### src/rtl/fwd_ctrl.sv
// Hazard and forwarding controller: three-slot scoreboard of in-flight writers
// (E, M, W) driving the D/E operand mux selects and the D-stage stall.
module fwd_ctrl #(
    parameter int REG_AW = 5,
    parameter int TW     = 2
) (
    input  logic              clk,
    input  logic              rst_n,
    input  logic [REG_AW-1:0] D_rs,
    input  logic [REG_AW-1:0] D_rt,
    input  logic              D_use_rs,
    input  logic              D_use_rt,
    input  logic [TW-1:0]     D_Tuse_rs,
    input  logic [TW-1:0]     D_Tuse_rt,
    input  logic [REG_AW-1:0] D_wa,
    input  logic              D_we,
    input  logic [TW-1:0]     D_Tnew,
    input  logic              flush,
    output logic              stall,
    output logic [1:0]        Sel_D_rs,
    output logic [1:0]        Sel_D_rt,
    output logic [1:0]        Sel_E_rs,
    output logic [1:0]        Sel_E_rt
);

    logic              eValid_q, eValid_d;
    logic [REG_AW-1:0] eWa_q, eWa_d;
    logic [TW-1:0]     eTnew_q, eTnew_d;
    logic [REG_AW-1:0] eRs_q, eRs_d;
    logic [REG_AW-1:0] eRt_q, eRt_d;
    logic              eUseRs_q, eUseRs_d;
    logic              eUseRt_q, eUseRt_d;

    logic              mValid_q, mValid_d;
    logic [REG_AW-1:0] mWa_q, mWa_d;
    logic [TW-1:0]     mTnew_q, mTnew_d;

    // W's Tnew is always zero by construction, so it is not stored.
    logic              wValid_q, wValid_d;
    logic [REG_AW-1:0] wWa_q, wWa_d;

    logic liveE, liveM, liveW;
    logic stallRs, stallRt, bubble;

    assign liveE = eValid_q && (eWa_q != '0);
    assign liveM = mValid_q && (mWa_q != '0);
    assign liveW = wValid_q && (wWa_q != '0);

    function automatic logic hazard(input logic [REG_AW-1:0] src, input logic use_,
                                    input logic [TW-1:0] tuse);
        return use_ && ((liveE && (eWa_q == src) && (eTnew_q > tuse)) ||
                        (liveM && (mWa_q == src) && (mTnew_q > tuse)));
    endfunction

    function automatic logic [1:0] selectD(input logic [REG_AW-1:0] src);
        if (liveE && (eWa_q == src) && (eTnew_q == '0))      return 2'b01;
        else if (liveM && (mWa_q == src) && (mTnew_q == '0)) return 2'b10;
        else if (liveW && (wWa_q == src))                     return 2'b11;
        else                                                  return 2'b00;
    endfunction

    function automatic logic [1:0] selectE(input logic [REG_AW-1:0] src, input logic use_);
        if (!use_)                                            return 2'b00;
        else if (liveM && (mWa_q == src) && (mTnew_q == '0)) return 2'b01;
        else if (liveW && (wWa_q == src))                     return 2'b10;
        else                                                  return 2'b00;
    endfunction

    assign stallRs  = hazard(D_rs, D_use_rs, D_Tuse_rs);
    assign stallRt  = hazard(D_rt, D_use_rt, D_Tuse_rt);
    assign stall    = stallRs | stallRt;
    assign bubble   = stall | flush;

    assign Sel_D_rs = selectD(D_rs);
    assign Sel_D_rt = selectD(D_rt);
    assign Sel_E_rs = selectE(eRs_q, eUseRs_q);
    assign Sel_E_rt = selectE(eRt_q, eUseRt_q);

    // M and W always advance; only the entry into E is squashed on stall/flush.
    always_comb begin
        wValid_d = mValid_q;
        wWa_d    = mWa_q;
        mValid_d = eValid_q;
        mWa_d    = eWa_q;
        mTnew_d  = (eTnew_q == '0) ? '0 : eTnew_q - TW'(1);
        eValid_d = D_we && !bubble;
        eWa_d    = D_wa;
        eTnew_d  = D_Tnew;
        eRs_d    = D_rs;
        eRt_d    = D_rt;
        eUseRs_d = D_use_rs && !bubble;
        eUseRt_d = D_use_rt && !bubble;
    end

    always_ff @(posedge clk or negedge rst_n) begin
        if (!rst_n) begin
            eValid_q <= 1'b0;
            eWa_q    <= '0;
            eTnew_q  <= '0;
            eRs_q    <= '0;
            eRt_q    <= '0;
            eUseRs_q <= 1'b0;
            eUseRt_q <= 1'b0;
            mValid_q <= 1'b0;
            mWa_q    <= '0;
            mTnew_q  <= '0;
            wValid_q <= 1'b0;
            wWa_q    <= '0;
        end else begin
            eValid_q <= eValid_d;
            eWa_q    <= eWa_d;
            eTnew_q  <= eTnew_d;
            eRs_q    <= eRs_d;
            eRt_q    <= eRt_d;
            eUseRs_q <= eUseRs_d;
            eUseRt_q <= eUseRt_d;
            mValid_q <= mValid_d;
            mWa_q    <= mWa_d;
            mTnew_q  <= mTnew_d;
            wValid_q <= wValid_d;
            wWa_q    <= wWa_d;
        end
    end

endmodule

### config.mk
export PLATFORM = sky130hd
export DESIGN_NAME = fwd_ctrl
export DESIGN_NICKNAME = d
export VERILOG_FILES = /design/src/rtl/fwd_ctrl.sv
export SDC_FILE = /design/constraint.sdc
export NUM_CORES = 1
export LEC_CHECK = 0
export CORE_MARGIN = 10
export CORE_UTILIZATION = 43
export CTS_BUF_LIST = sky130_fd_sc_hd__clkbuf_8
export DETAILED_ROUTE_END_ITERATION = 10
export PLACE_DENSITY = 0.78
export SLEW_MARGIN = 20
export SYNTH_ARGS = -nofsm -noshare
export SYNTH_HDL_FRONTEND = slang
export SYNTH_SLANG_ARGS = --single-unit
### constraint.sdc
create_clock -name clk -period 2.5 [get_ports clk]
set_input_delay 0.625 -clock clk [delete_from_list [all_inputs] [get_ports clk]]
set_output_delay 0.625 -clock clk [all_outputs]
set_load 0.01 [all_outputs]
After elaboration in Yosys (flattened, before gate mapping)
Cells that the tools add are included.
- add/sub/neg operators: 1
- $lt $le $gt $ge: 4
- equality and inequality tests: 10
- mux-type cells: 13
- bitwise operators: 2
- reductions and logical operators: 36
- operator list (cell ; count):
    equality test 5 bit ; 10
    logical AND 1 bit ; 28
    2-to-1 mux 2 bit ; 13
    nonzero test 5 bit ; 3
    greater-than comparator 2 bit ; 4
    zero test 2 bit ; 2
    logical OR 1 bit ; 2
    bitwise OR 1 bit ; 2
    subtractor 2 x 1 -> 2 bit (second input constant) ; 1
    zero test 1 bit ; 1
- register bits: 34
- input bits: 27
- output and inout port bits: 9
- word-level logic and storage cells: 78

Longest topological paths before layout
Gate-level depths: netlist of the first run.
- depth in word-level cells: 10
- gate-level depth with buffers: 7
- depth with buffers taken out: 7

Worst setup path before layout of the first run
OpenSTA, ideal clock, no wires.
- path kind: in2out
- from: in D_Tuse_rs[1]
- to: out stall
- data arrival time: 1921 ps
- path slack: -46 ps
- stages: 6
- buffers on the path: 0
- cell sequence: inv_1 -> ha_1 -> nor2b_1 -> o211ai_1 -> or4_2 -> or3b_1
- word-level cells in the longest chain between the ends: 5
- RTL lines (element ; RTL line ; source):
    start: declaration ; 13 ; input logic [TW-1:0] D_Tuse_rs,
    greater-than comparator 2 bit, on equally long branches ; 51, 52 ;
    logical AND 1 bit, on equally long branches ; 51, 52 ;
    logical OR 1 bit * ; 51 ; return use_ && ((liveE && (eWa_q == src) && (eTnew_q > tuse)) ||
    logical AND 1 bit * ; 51 ;
    bitwise OR 1 bit * ; 71 ; assign stall = stallRs | stallRt;
    end: declaration ; 19 ; output logic stall,
Every way passes the cells marked *; elsewhere a longest branch is shown, timed or not.

Worst setup path after layout of the first run
- from: in D_Tuse_rt[1]
- to: out stall
- word-level cells in the longest chain between the ends: 5
- RTL lines (element ; RTL line ; source):
    start: declaration ; 14 ; input logic [TW-1:0] D_Tuse_rt,
    greater-than comparator 2 bit, on equally long branches ; 51, 52 ;
    logical AND 1 bit, on equally long branches ; 51, 52 ;
    logical OR 1 bit * ; 51 ;
    logical AND 1 bit * ; 51 ;
    bitwise OR 1 bit * ; 71 ;
Marked as above.

==> out/qor.csv, run 1 <==
stage,metric,value,unit
final_layout,Final Util,73.4,%
synth,syn nets,209,
job,Max Cap Viol,0,
sta,# setup viols final,9,
placement,number of port buffers,35,
power_and_ir_drop,Pint,0.00103,W
synth,async set-reset flop share out of synthesis,100,%
sta,Setup WS post-layout,-0.272,ns
sta,Worst Clk Skew,0.00875,ns
die,num ports,36,
sta,Setup TNS,-1.53,ns
critical_path,Worst path slowest cell,or3b_4,
sta,RSZ-0062 raised after global routing,true,
synth,post-synthesis adder-cell area fraction,5.38,%
power_and_ir_drop,Leakage,1.32,nW
routing,first-pass iteration count of the detailed router,4,
synth,largest family of logic cells by synthesized area,XOR/XNOR gates,
clock_network,htree depth,2,
min_path,Hold WC Path Type,reg -> reg,
final_layout,Diodes inserted,0,
grt,total track usage,16.2,%
critical_path,Worst Path Max Fanout,2,
die,CORE AREA,0.00409,sq mm
sta,fin crit period,2.77,ns
die,Die Y,85.8,um
clock_network,CTS tree,yes,
grt,first-pass GRT wire length,9530,um
sta,Slew HR,71.7,%
power_and_ir_drop,power density over cell area,468,mW/mm^2
power_and_ir_drop,peak supply drop,0.410,mV
synth,Main synth FF type,dfrtp_1,
critical_path,crit end category,primary output,
clock_network,Root Driver,clkbuf_8,
die,# rows,23,
synth,post-synthesis mux area share,0,%
synth,biggest area consumer among synthesized cells,dfrtp_1,
synth,compound-gate portion of the synthesized area,4.51,%
routing,Routed Antenna Nets,0,
synth,top cell type's share of synthesized area,45.7,%
final_layout,share of cells above drive strength 1,45.6,%
sta,Fmax,361,MHz
synth,dominant cells by area after synthesis,"dfrtp_1, xnor2_1, xor2_1",
power_and_ir_drop,Switching Fraction,26.5,%
power_and_ir_drop,Comb power frac,22.0,%
sta,smallest hold slack,0.456,ns
synth,Synth Area in XOR/XNOR,23.5,%
clock_network,Clock Latency Late Sink,0.29,ns
clock_network,CTS Buffer Depth,2,
sta,fin crit share,111,%
sta,Slew @ Worst Pin,0.424,ns
final_layout,Nets,304,
critical_path,critical path arrival,2.15,ns
clock_network,CTS sink cnt,34,
clock_network,total CTS buffers,5,
die,full die area,0.00736,sq mm
synth,"Seq/Total Area, Yosys",45.7,%
sta,max-slew violation count,0,
routing,Avg WL per Cell,18.8,um
grt,initial antenna violation count,0,
critical_path,worst reg2reg path depth,12,
critical_path,Crit Path Category,in -> out,
routing,DR vias/cell,5.40,
synth,"count leader, synth",dfrtp_1,
run_status,failing checks,setup timing,
placement,dpl ws,-0.942,ns
grt,number of global-route vias before repair,1940,
synth,"Avg Cell Area, Syn",10.7,sq um
synth,synthesized instance count,174,
placement,hpwl dp,3860,um
synth,number of synthesized flops with an enable pin,0,
synth,simple-gate share of the synthesized area,17.0,%
synth,synth cell count leaders,"dfrtp_1, xnor2_1, xor2_1",
routing,initial detailed-routing violation count,99,
final_layout,layout filler cell count,266,
final_layout,area grow syn2layout,61.3,%
grt,pin count of the biggest net entering global routing,35,
min_path,hold depth,0,
die,chip width,85.8,um
grt,GRT Residual Overflow,0,
power_and_ir_drop,share of power burned in registers,43.3,%
critical_path,worst-path cell chain,"clkdlybuf4s15_1, inv_2, ha_4, nor2b_1, o211ai_1, o32ai_2, or3b_4, buf_6",
synth,"FF+latch count, synth",34,
run_status,run status,"complete, but fails checks",
routing,total vias in the final route,1727,
power_and_ir_drop,Clk pwr share,34.7,%
routing,final WL,6020,um
critical_path,crit path launch type,input pin,
power_and_ir_drop,switching pwr,0.000372,W
placement,Routability Congestion,0.899,
critical_path,largest stage delay on the critical path,0.40,ns
clock_network,clock-pin slew on the worst setup and hold paths,0.07,ns
synth,Cell variety after synth,32,
die,starting density of the core,45.5,%
sta,"Hold Vio Cnt, Final",0,
synth,mapped cell area,0.00186,sq mm
routing,number of remaining DRC errors,0,
synth,Ys Warns,0,
critical_path,critical path data required time,1.88,ns
## path summary, 6_finish.rpt
path / startpoint / end / slack, ns
worst min-delay path: mValid_q / wValid_q / 0.46
max in group asynchronous: rst_n / eTnew_q[1] / 1.44
worst min register to register: mValid_q / wValid_q / 0.46
min in group asynchronous: rst_n / eRt_q[1] / 0.74
worst max register to register: eTnew_q[1] / eValid_q / 0.20
worst max-delay path: D_Tuse_rt[1] / stall / -0.27
## cells by family after synthesis
family | Yosys count
and+or+nand+nor | 56
xor gates and xnor gates | 50
DFF | 34
buffers and inverters | 14
AOI/OAI and AO/OA | 12
adders and majority gates | 8
## cells in the final DEF (no fill, tap or decap), types with 5 or more instances in the layout
cell type	count
dfrtp_1	33
buf_6	11
nand2_1	6
xnor2_1	23
buf_2	12
nor3_2	5
xor2_1	25
clkbuf_8	5
buf_4	53
clkdlybuf4s50_1	12
nand3_1	7
## state kept, by name (all words and copies together) (netlist names)
register,count
eRs_q,5
eRt_q,5
eTnew_q,2
eUseRs_q,1
eUseRt_q,1
eValid_q,1
eWa_q,5
mTnew_q,2
mValid_q,1
mWa_q,5
wValid_q,1
wWa_q,5
## per-layer routing
layer	up-vias	track usage (%)	wire length [um]
li1	782	-	-
met1	853	16.5	2280
met2	70	28.8	3080
met3	22	5.39	448
met4	0	8.53	204
met5	-	0	0
## worst max-delay path: cells and delay by family
kind                       cells  cell delay, ns
AOI/OAI and AO/OA              2            0.40
buffers and inverters          3            0.40
and+or+nand+nor                2            0.52
adders and majority gates      1            0.20
## area by class of cell
| cell class | instances | area (sq um) | area share, % |
|---|---|---|---|
| Sequential cell | 34 | 852 | 28.4 |
| Clock buffer | 5 | 68.8 | 2.29 |
| Clock inverter | 3 | 37.5 | 1.25 |
| Tap cell | 50 | 62.6 | 2.09 |
| Inverter | 4 | 15.0 | 0.500 |
| Timing Repair Buffer | 98 | 796 | 26.5 |
| Multi-Input combinational cell | 126 | 1170 | 38.9 |
## power groups by stage
stage | Combinational [W] | Clock [W] | Sequential, W
6_report | 0.000308 | 0.000488 | 0.000608
5_1_grt | 0.000332 | 0.000520 | 0.000611
3_3_place_gp | 0.000240 | 0 | 0.000614
3_5_place_dp | 0.000248 | 0 | 0.000616
2_1_floorplan | 0.000121 | 0 | 0.000605
4_1_cts | 0.000283 | 0.000493 | 0.000606
## timing repair
| item | CTS | global route |
|---|---|---|
| setup buffers | 21 | 3 |
| setup endpoints to repair | 9 | 12 |
| hold buffers | 0 | 0 |
| gates cloned | 0 | 0 |
| pin swaps | 31 | 22 |
| gates resized for setup | 107 | 21 |
## through the flow
stage | instances | total power [W] | instance area [sq um]
finish | 320 | 0.00140 | 3000
global placement | 291 | 0.000853 | 2540
global route | 320 | 0.00146 | 3000
CTS | 320 | 0.00138 | 2930
detailed placement | 291 | 0.000863 | 2540
floorplan | 174 | 0.000727 | 1870
Power figures use the tool's default switching activity.
==> run 2, diff against run 1 <==
--- a/config.mk
+++ b/config.mk
@@ -9,6 +9,7 @@
 export CORE_UTILIZATION = 43
 export CTS_BUF_LIST = sky130_fd_sc_hd__clkbuf_8
 export DETAILED_ROUTE_END_ITERATION = 10
+export HOLD_SLACK_MARGIN = 0.02
 export PLACE_DENSITY = 0.78
 export SLEW_MARGIN = 20
 export SYNTH_ARGS = -nofsm -noshare
==> results of run 2 <==
No change in the layout: final DEF, timing and power equal those of run 1.
==> run 3, diff against run 2 <==
--- a/config.mk
+++ b/config.mk
@@ -10,7 +10,8 @@
 export CTS_BUF_LIST = sky130_fd_sc_hd__clkbuf_8
 export DETAILED_ROUTE_END_ITERATION = 10
 export HOLD_SLACK_MARGIN = 0.02
-export PLACE_DENSITY = 0.78
+export MAX_ROUTING_LAYER = met4
+export PLACE_DENSITY = 0.75
 export SLEW_MARGIN = 20
 export SYNTH_ARGS = -nofsm -noshare
 export SYNTH_HDL_FRONTEND = slang
==> constraint.sdc (replaced) <==
create_clock -name clk -period 3 [get_ports clk]
set_input_delay 0.75 -clock clk [delete_from_list [all_inputs] [get_ports clk]]
set_output_delay 0.75 -clock clk [all_outputs]
set_load 0.01 [all_outputs]
==> out/qor.csv, run 3 (synthesis results as in run 1) <==
stage,metric,value,unit,change
run_status,run status,"finished, final reports clean",,
die,CORE AREA,0.00409,sq mm,unchanged
critical_path,crit end category,primary output,,
clock_network,CTS Buffer Depth,2,,unchanged
grt,initial antenna violation count,0,,unchanged
power_and_ir_drop,power density over cell area,387,mW/mm^2,-17%
sta,Slew HR,71.2,%,-0.50 points
die,starting density of the core,45.5,%,unchanged
routing,DR vias/cell,5.33,,-1.3%
routing,first-pass iteration count of the detailed router,4,,unchanged
clock_network,total CTS buffers,5,,unchanged
routing,Avg WL per Cell,18.8,um,about the same
critical_path,largest stage delay on the critical path,0.37,ns,-0.03 ns
critical_path,Worst Path Max Fanout,3,,+1
sta,fin crit period,2.99,ns,
final_layout,area of the multi-input gates,0.00115,sq mm,-1.6%
final_layout,final non-filler cell area,0.00280,sq mm,-6.5%
min_path,Hold WC Path Type,reg -> reg,,
die,# rows,23,,unchanged
sta,Slew @ Worst Pin,0.432,ns,+0.00751 ns
placement,hpwl dp,3710,um,-3.9%
die,full die area,0.00736,sq mm,unchanged
sta,max-slew violation count,0,,unchanged
critical_path,cell family with most CP delay,buffers and inverters,,
critical_path,worst-path cell chain,"clkdlybuf4s15_1, buf_6, xor2_2, nor3_2, nand4_1, buf_4, o32ai_4, or3b_1, buf_2",,
power_and_ir_drop,peak supply drop,0.324,mV,-21%
clock_network,clock-pin slew on the worst setup and hold paths,0.06,ns,about the same
routing,initial detailed-routing violation count,87,,-12%
sta,"Hold Vio Cnt, Final",0,,unchanged
final_layout,"most common cell after layout, fill and taps aside",dfrtp_1,,
final_layout,area grow syn2layout,50.7,%,
grt,first-pass GRT wire length,8710,um,-8.6%
critical_path,worst reg2reg path depth,9,,-3
final_layout,share of cells above drive strength 1,35.5,%,-10 points
clock_network,Clock Latency Late Sink,0.28,ns,about the same
min_path,hold depth,0,,unchanged
clock_network,CTS sink cnt,34,,unchanged
sta,fin crit share,99.5,%,
grt,pin count of the biggest net entering global routing,35,,unchanged
grt,number of global-route vias before repair,1853,,-4.5%
clock_network,Root Driver,clkbuf_8,,
clock_network,CTS tree,yes,,
routing,final WL,5600,um,-6.9%
critical_path,Worst path slowest cell,or3b_1,,
routing,Routed Antenna Nets,0,,unchanged
routing,total vias in the final route,1587,,-8.1%
critical_path,worst path bufs/invs,4,,+1
clock_network,Post-CTS Hold Buffers,0,,unchanged
critical_path,critical path data required time,2.25,ns,+0.37 ns
job,Max Cap Viol,0,,unchanged
final_layout,layout filler cell count,285,,+7.1%
sta,# setup viols final,0,,-9
routing,number of remaining DRC errors,0,,unchanged
final_layout,most frequent cells in the layout,"dfrtp_1, buf_4, xnor2_1, xor2_1, clkdlybuf4s50_1",,
critical_path,crit path launch type,input pin,,
placement,number of port buffers,35,,unchanged
grt,total track usage,15.4,%,-0.83 points
die,Die Y,85.8,um,unchanged
critical_path,Crit path depth,9,,+1
placement,Area after DPL,0.00243,sq mm,-4.3%
placement,Routability Congestion,0.869,,-3.3%
die,chip width,85.8,um,unchanged
final_layout,Diodes inserted,0,,unchanged
die,num ports,36,,unchanged
final_layout,Storage cell area,851,sq um,-0.15%
power_and_ir_drop,total power draw,0.00108,W,-23%
sta,Fmax,335,MHz,
clock_network,htree depth,2,,unchanged
critical_path,critical path arrival,2.24,ns,+0.09 ns
power_and_ir_drop,Leakage,1.23,nW,-6.9%
final_layout,Nets,282,,-7.2%
grt,GRT Residual Overflow,0,,unchanged
critical_path,Crit Path Category,in -> out,,
sta,Worst Clk Skew,0.00611,ns,-0.00264 ns
run 3: cell count changes in the layout (fill, tap and decap cells not counted), sizes merged:
cell | previous run | this run
buf | 76 | 46
clkdlybuf4s15 | 5 | 4
bufinv | 1 | 0
dlygate4sd2 | 4 | 10
inv | 6 | 5
clkbuf | 6 | 10
clkinv | 0 | 1
run 3: layer usage:
metal  global-route usage [%]  wire [um]  vias up
li1                         -          -      734
met4                     7.19        155        0
met2                     27.3       2920       52
met1                     15.5       2260      789
met3                     3.78        268       12
met5                        -          0        -
run 3: worst register-to-register path, cell delays in order (launching register included):
cell	delay, ns
dfrtp_1	0.39
buf_4	0.18
xor2_1	0.16
nor3_2	0.21
nand3_1	0.12
buf_4	0.17
o32ai_4	0.28
buf_4	0.15
buf_4	0.10
nor3_1	0.04
run 3: layout make-up:
class / instances / share of cell area (%)
flip-flops and latches: 34 / 30.3
multi-input cells: 126 / 41.0
well taps: 50 / 2.23
clock inverters: 2 / 0.312
repair buffers: 76 / 22.5
inverters: 4 / 0.625
clock buffers: 6 / 2.95
run 3: path summary, 6_finish.rpt:
kind	startpoint	end	slack, ns
hold reg to reg	mValid_q	wValid_q	0.43
max in group asynchronous	rst_n	eWa_q[3]	1.81
setup / recovery	D_rt[4]	stall	0.01
hold / removal	mValid_q	wValid_q	0.43
setup reg to reg	mWa_q[2]	eUseRt_q	1.09
min in group asynchronous	rst_n	eWa_q[2]	0.87
run 3: repair_timing:
action,4_1_cts,5_1_grt
setup endpoints to repair,9,5
pin swaps,20,12
cloned,0,0
setup buffers,12,1
resized for setup,64,31
run 3: where the power goes:
part / total, W / internal, W / switching, W
Clock: 0.000336 / 0.000181 / 0.000154
Combinational: 0.000239 / 0.000125 / 0.000114
Sequential: 0.000510 / 0.000482 / 0.0000285
Total: 0.00108 / 0.000788 / 0.000297
run 3: stage by stage:
stage	hold WS [ns]	TNS, ns	util (%)	std cells	worst slack, ns
2_1_floorplan	0.349	0	-	174	0.204
3_3_place_gp	0.379	-2.91	59.4	277	-0.732
5_1_grt	0.441	-0.0363	68.6	298	-0.0352
4_1_cts	0.436	0	66.3	297	0.00219
6_report	0.427	0	68.6	298	0.0137
3_5_place_dp	0.383	-2.94	59.4	277	-0.772
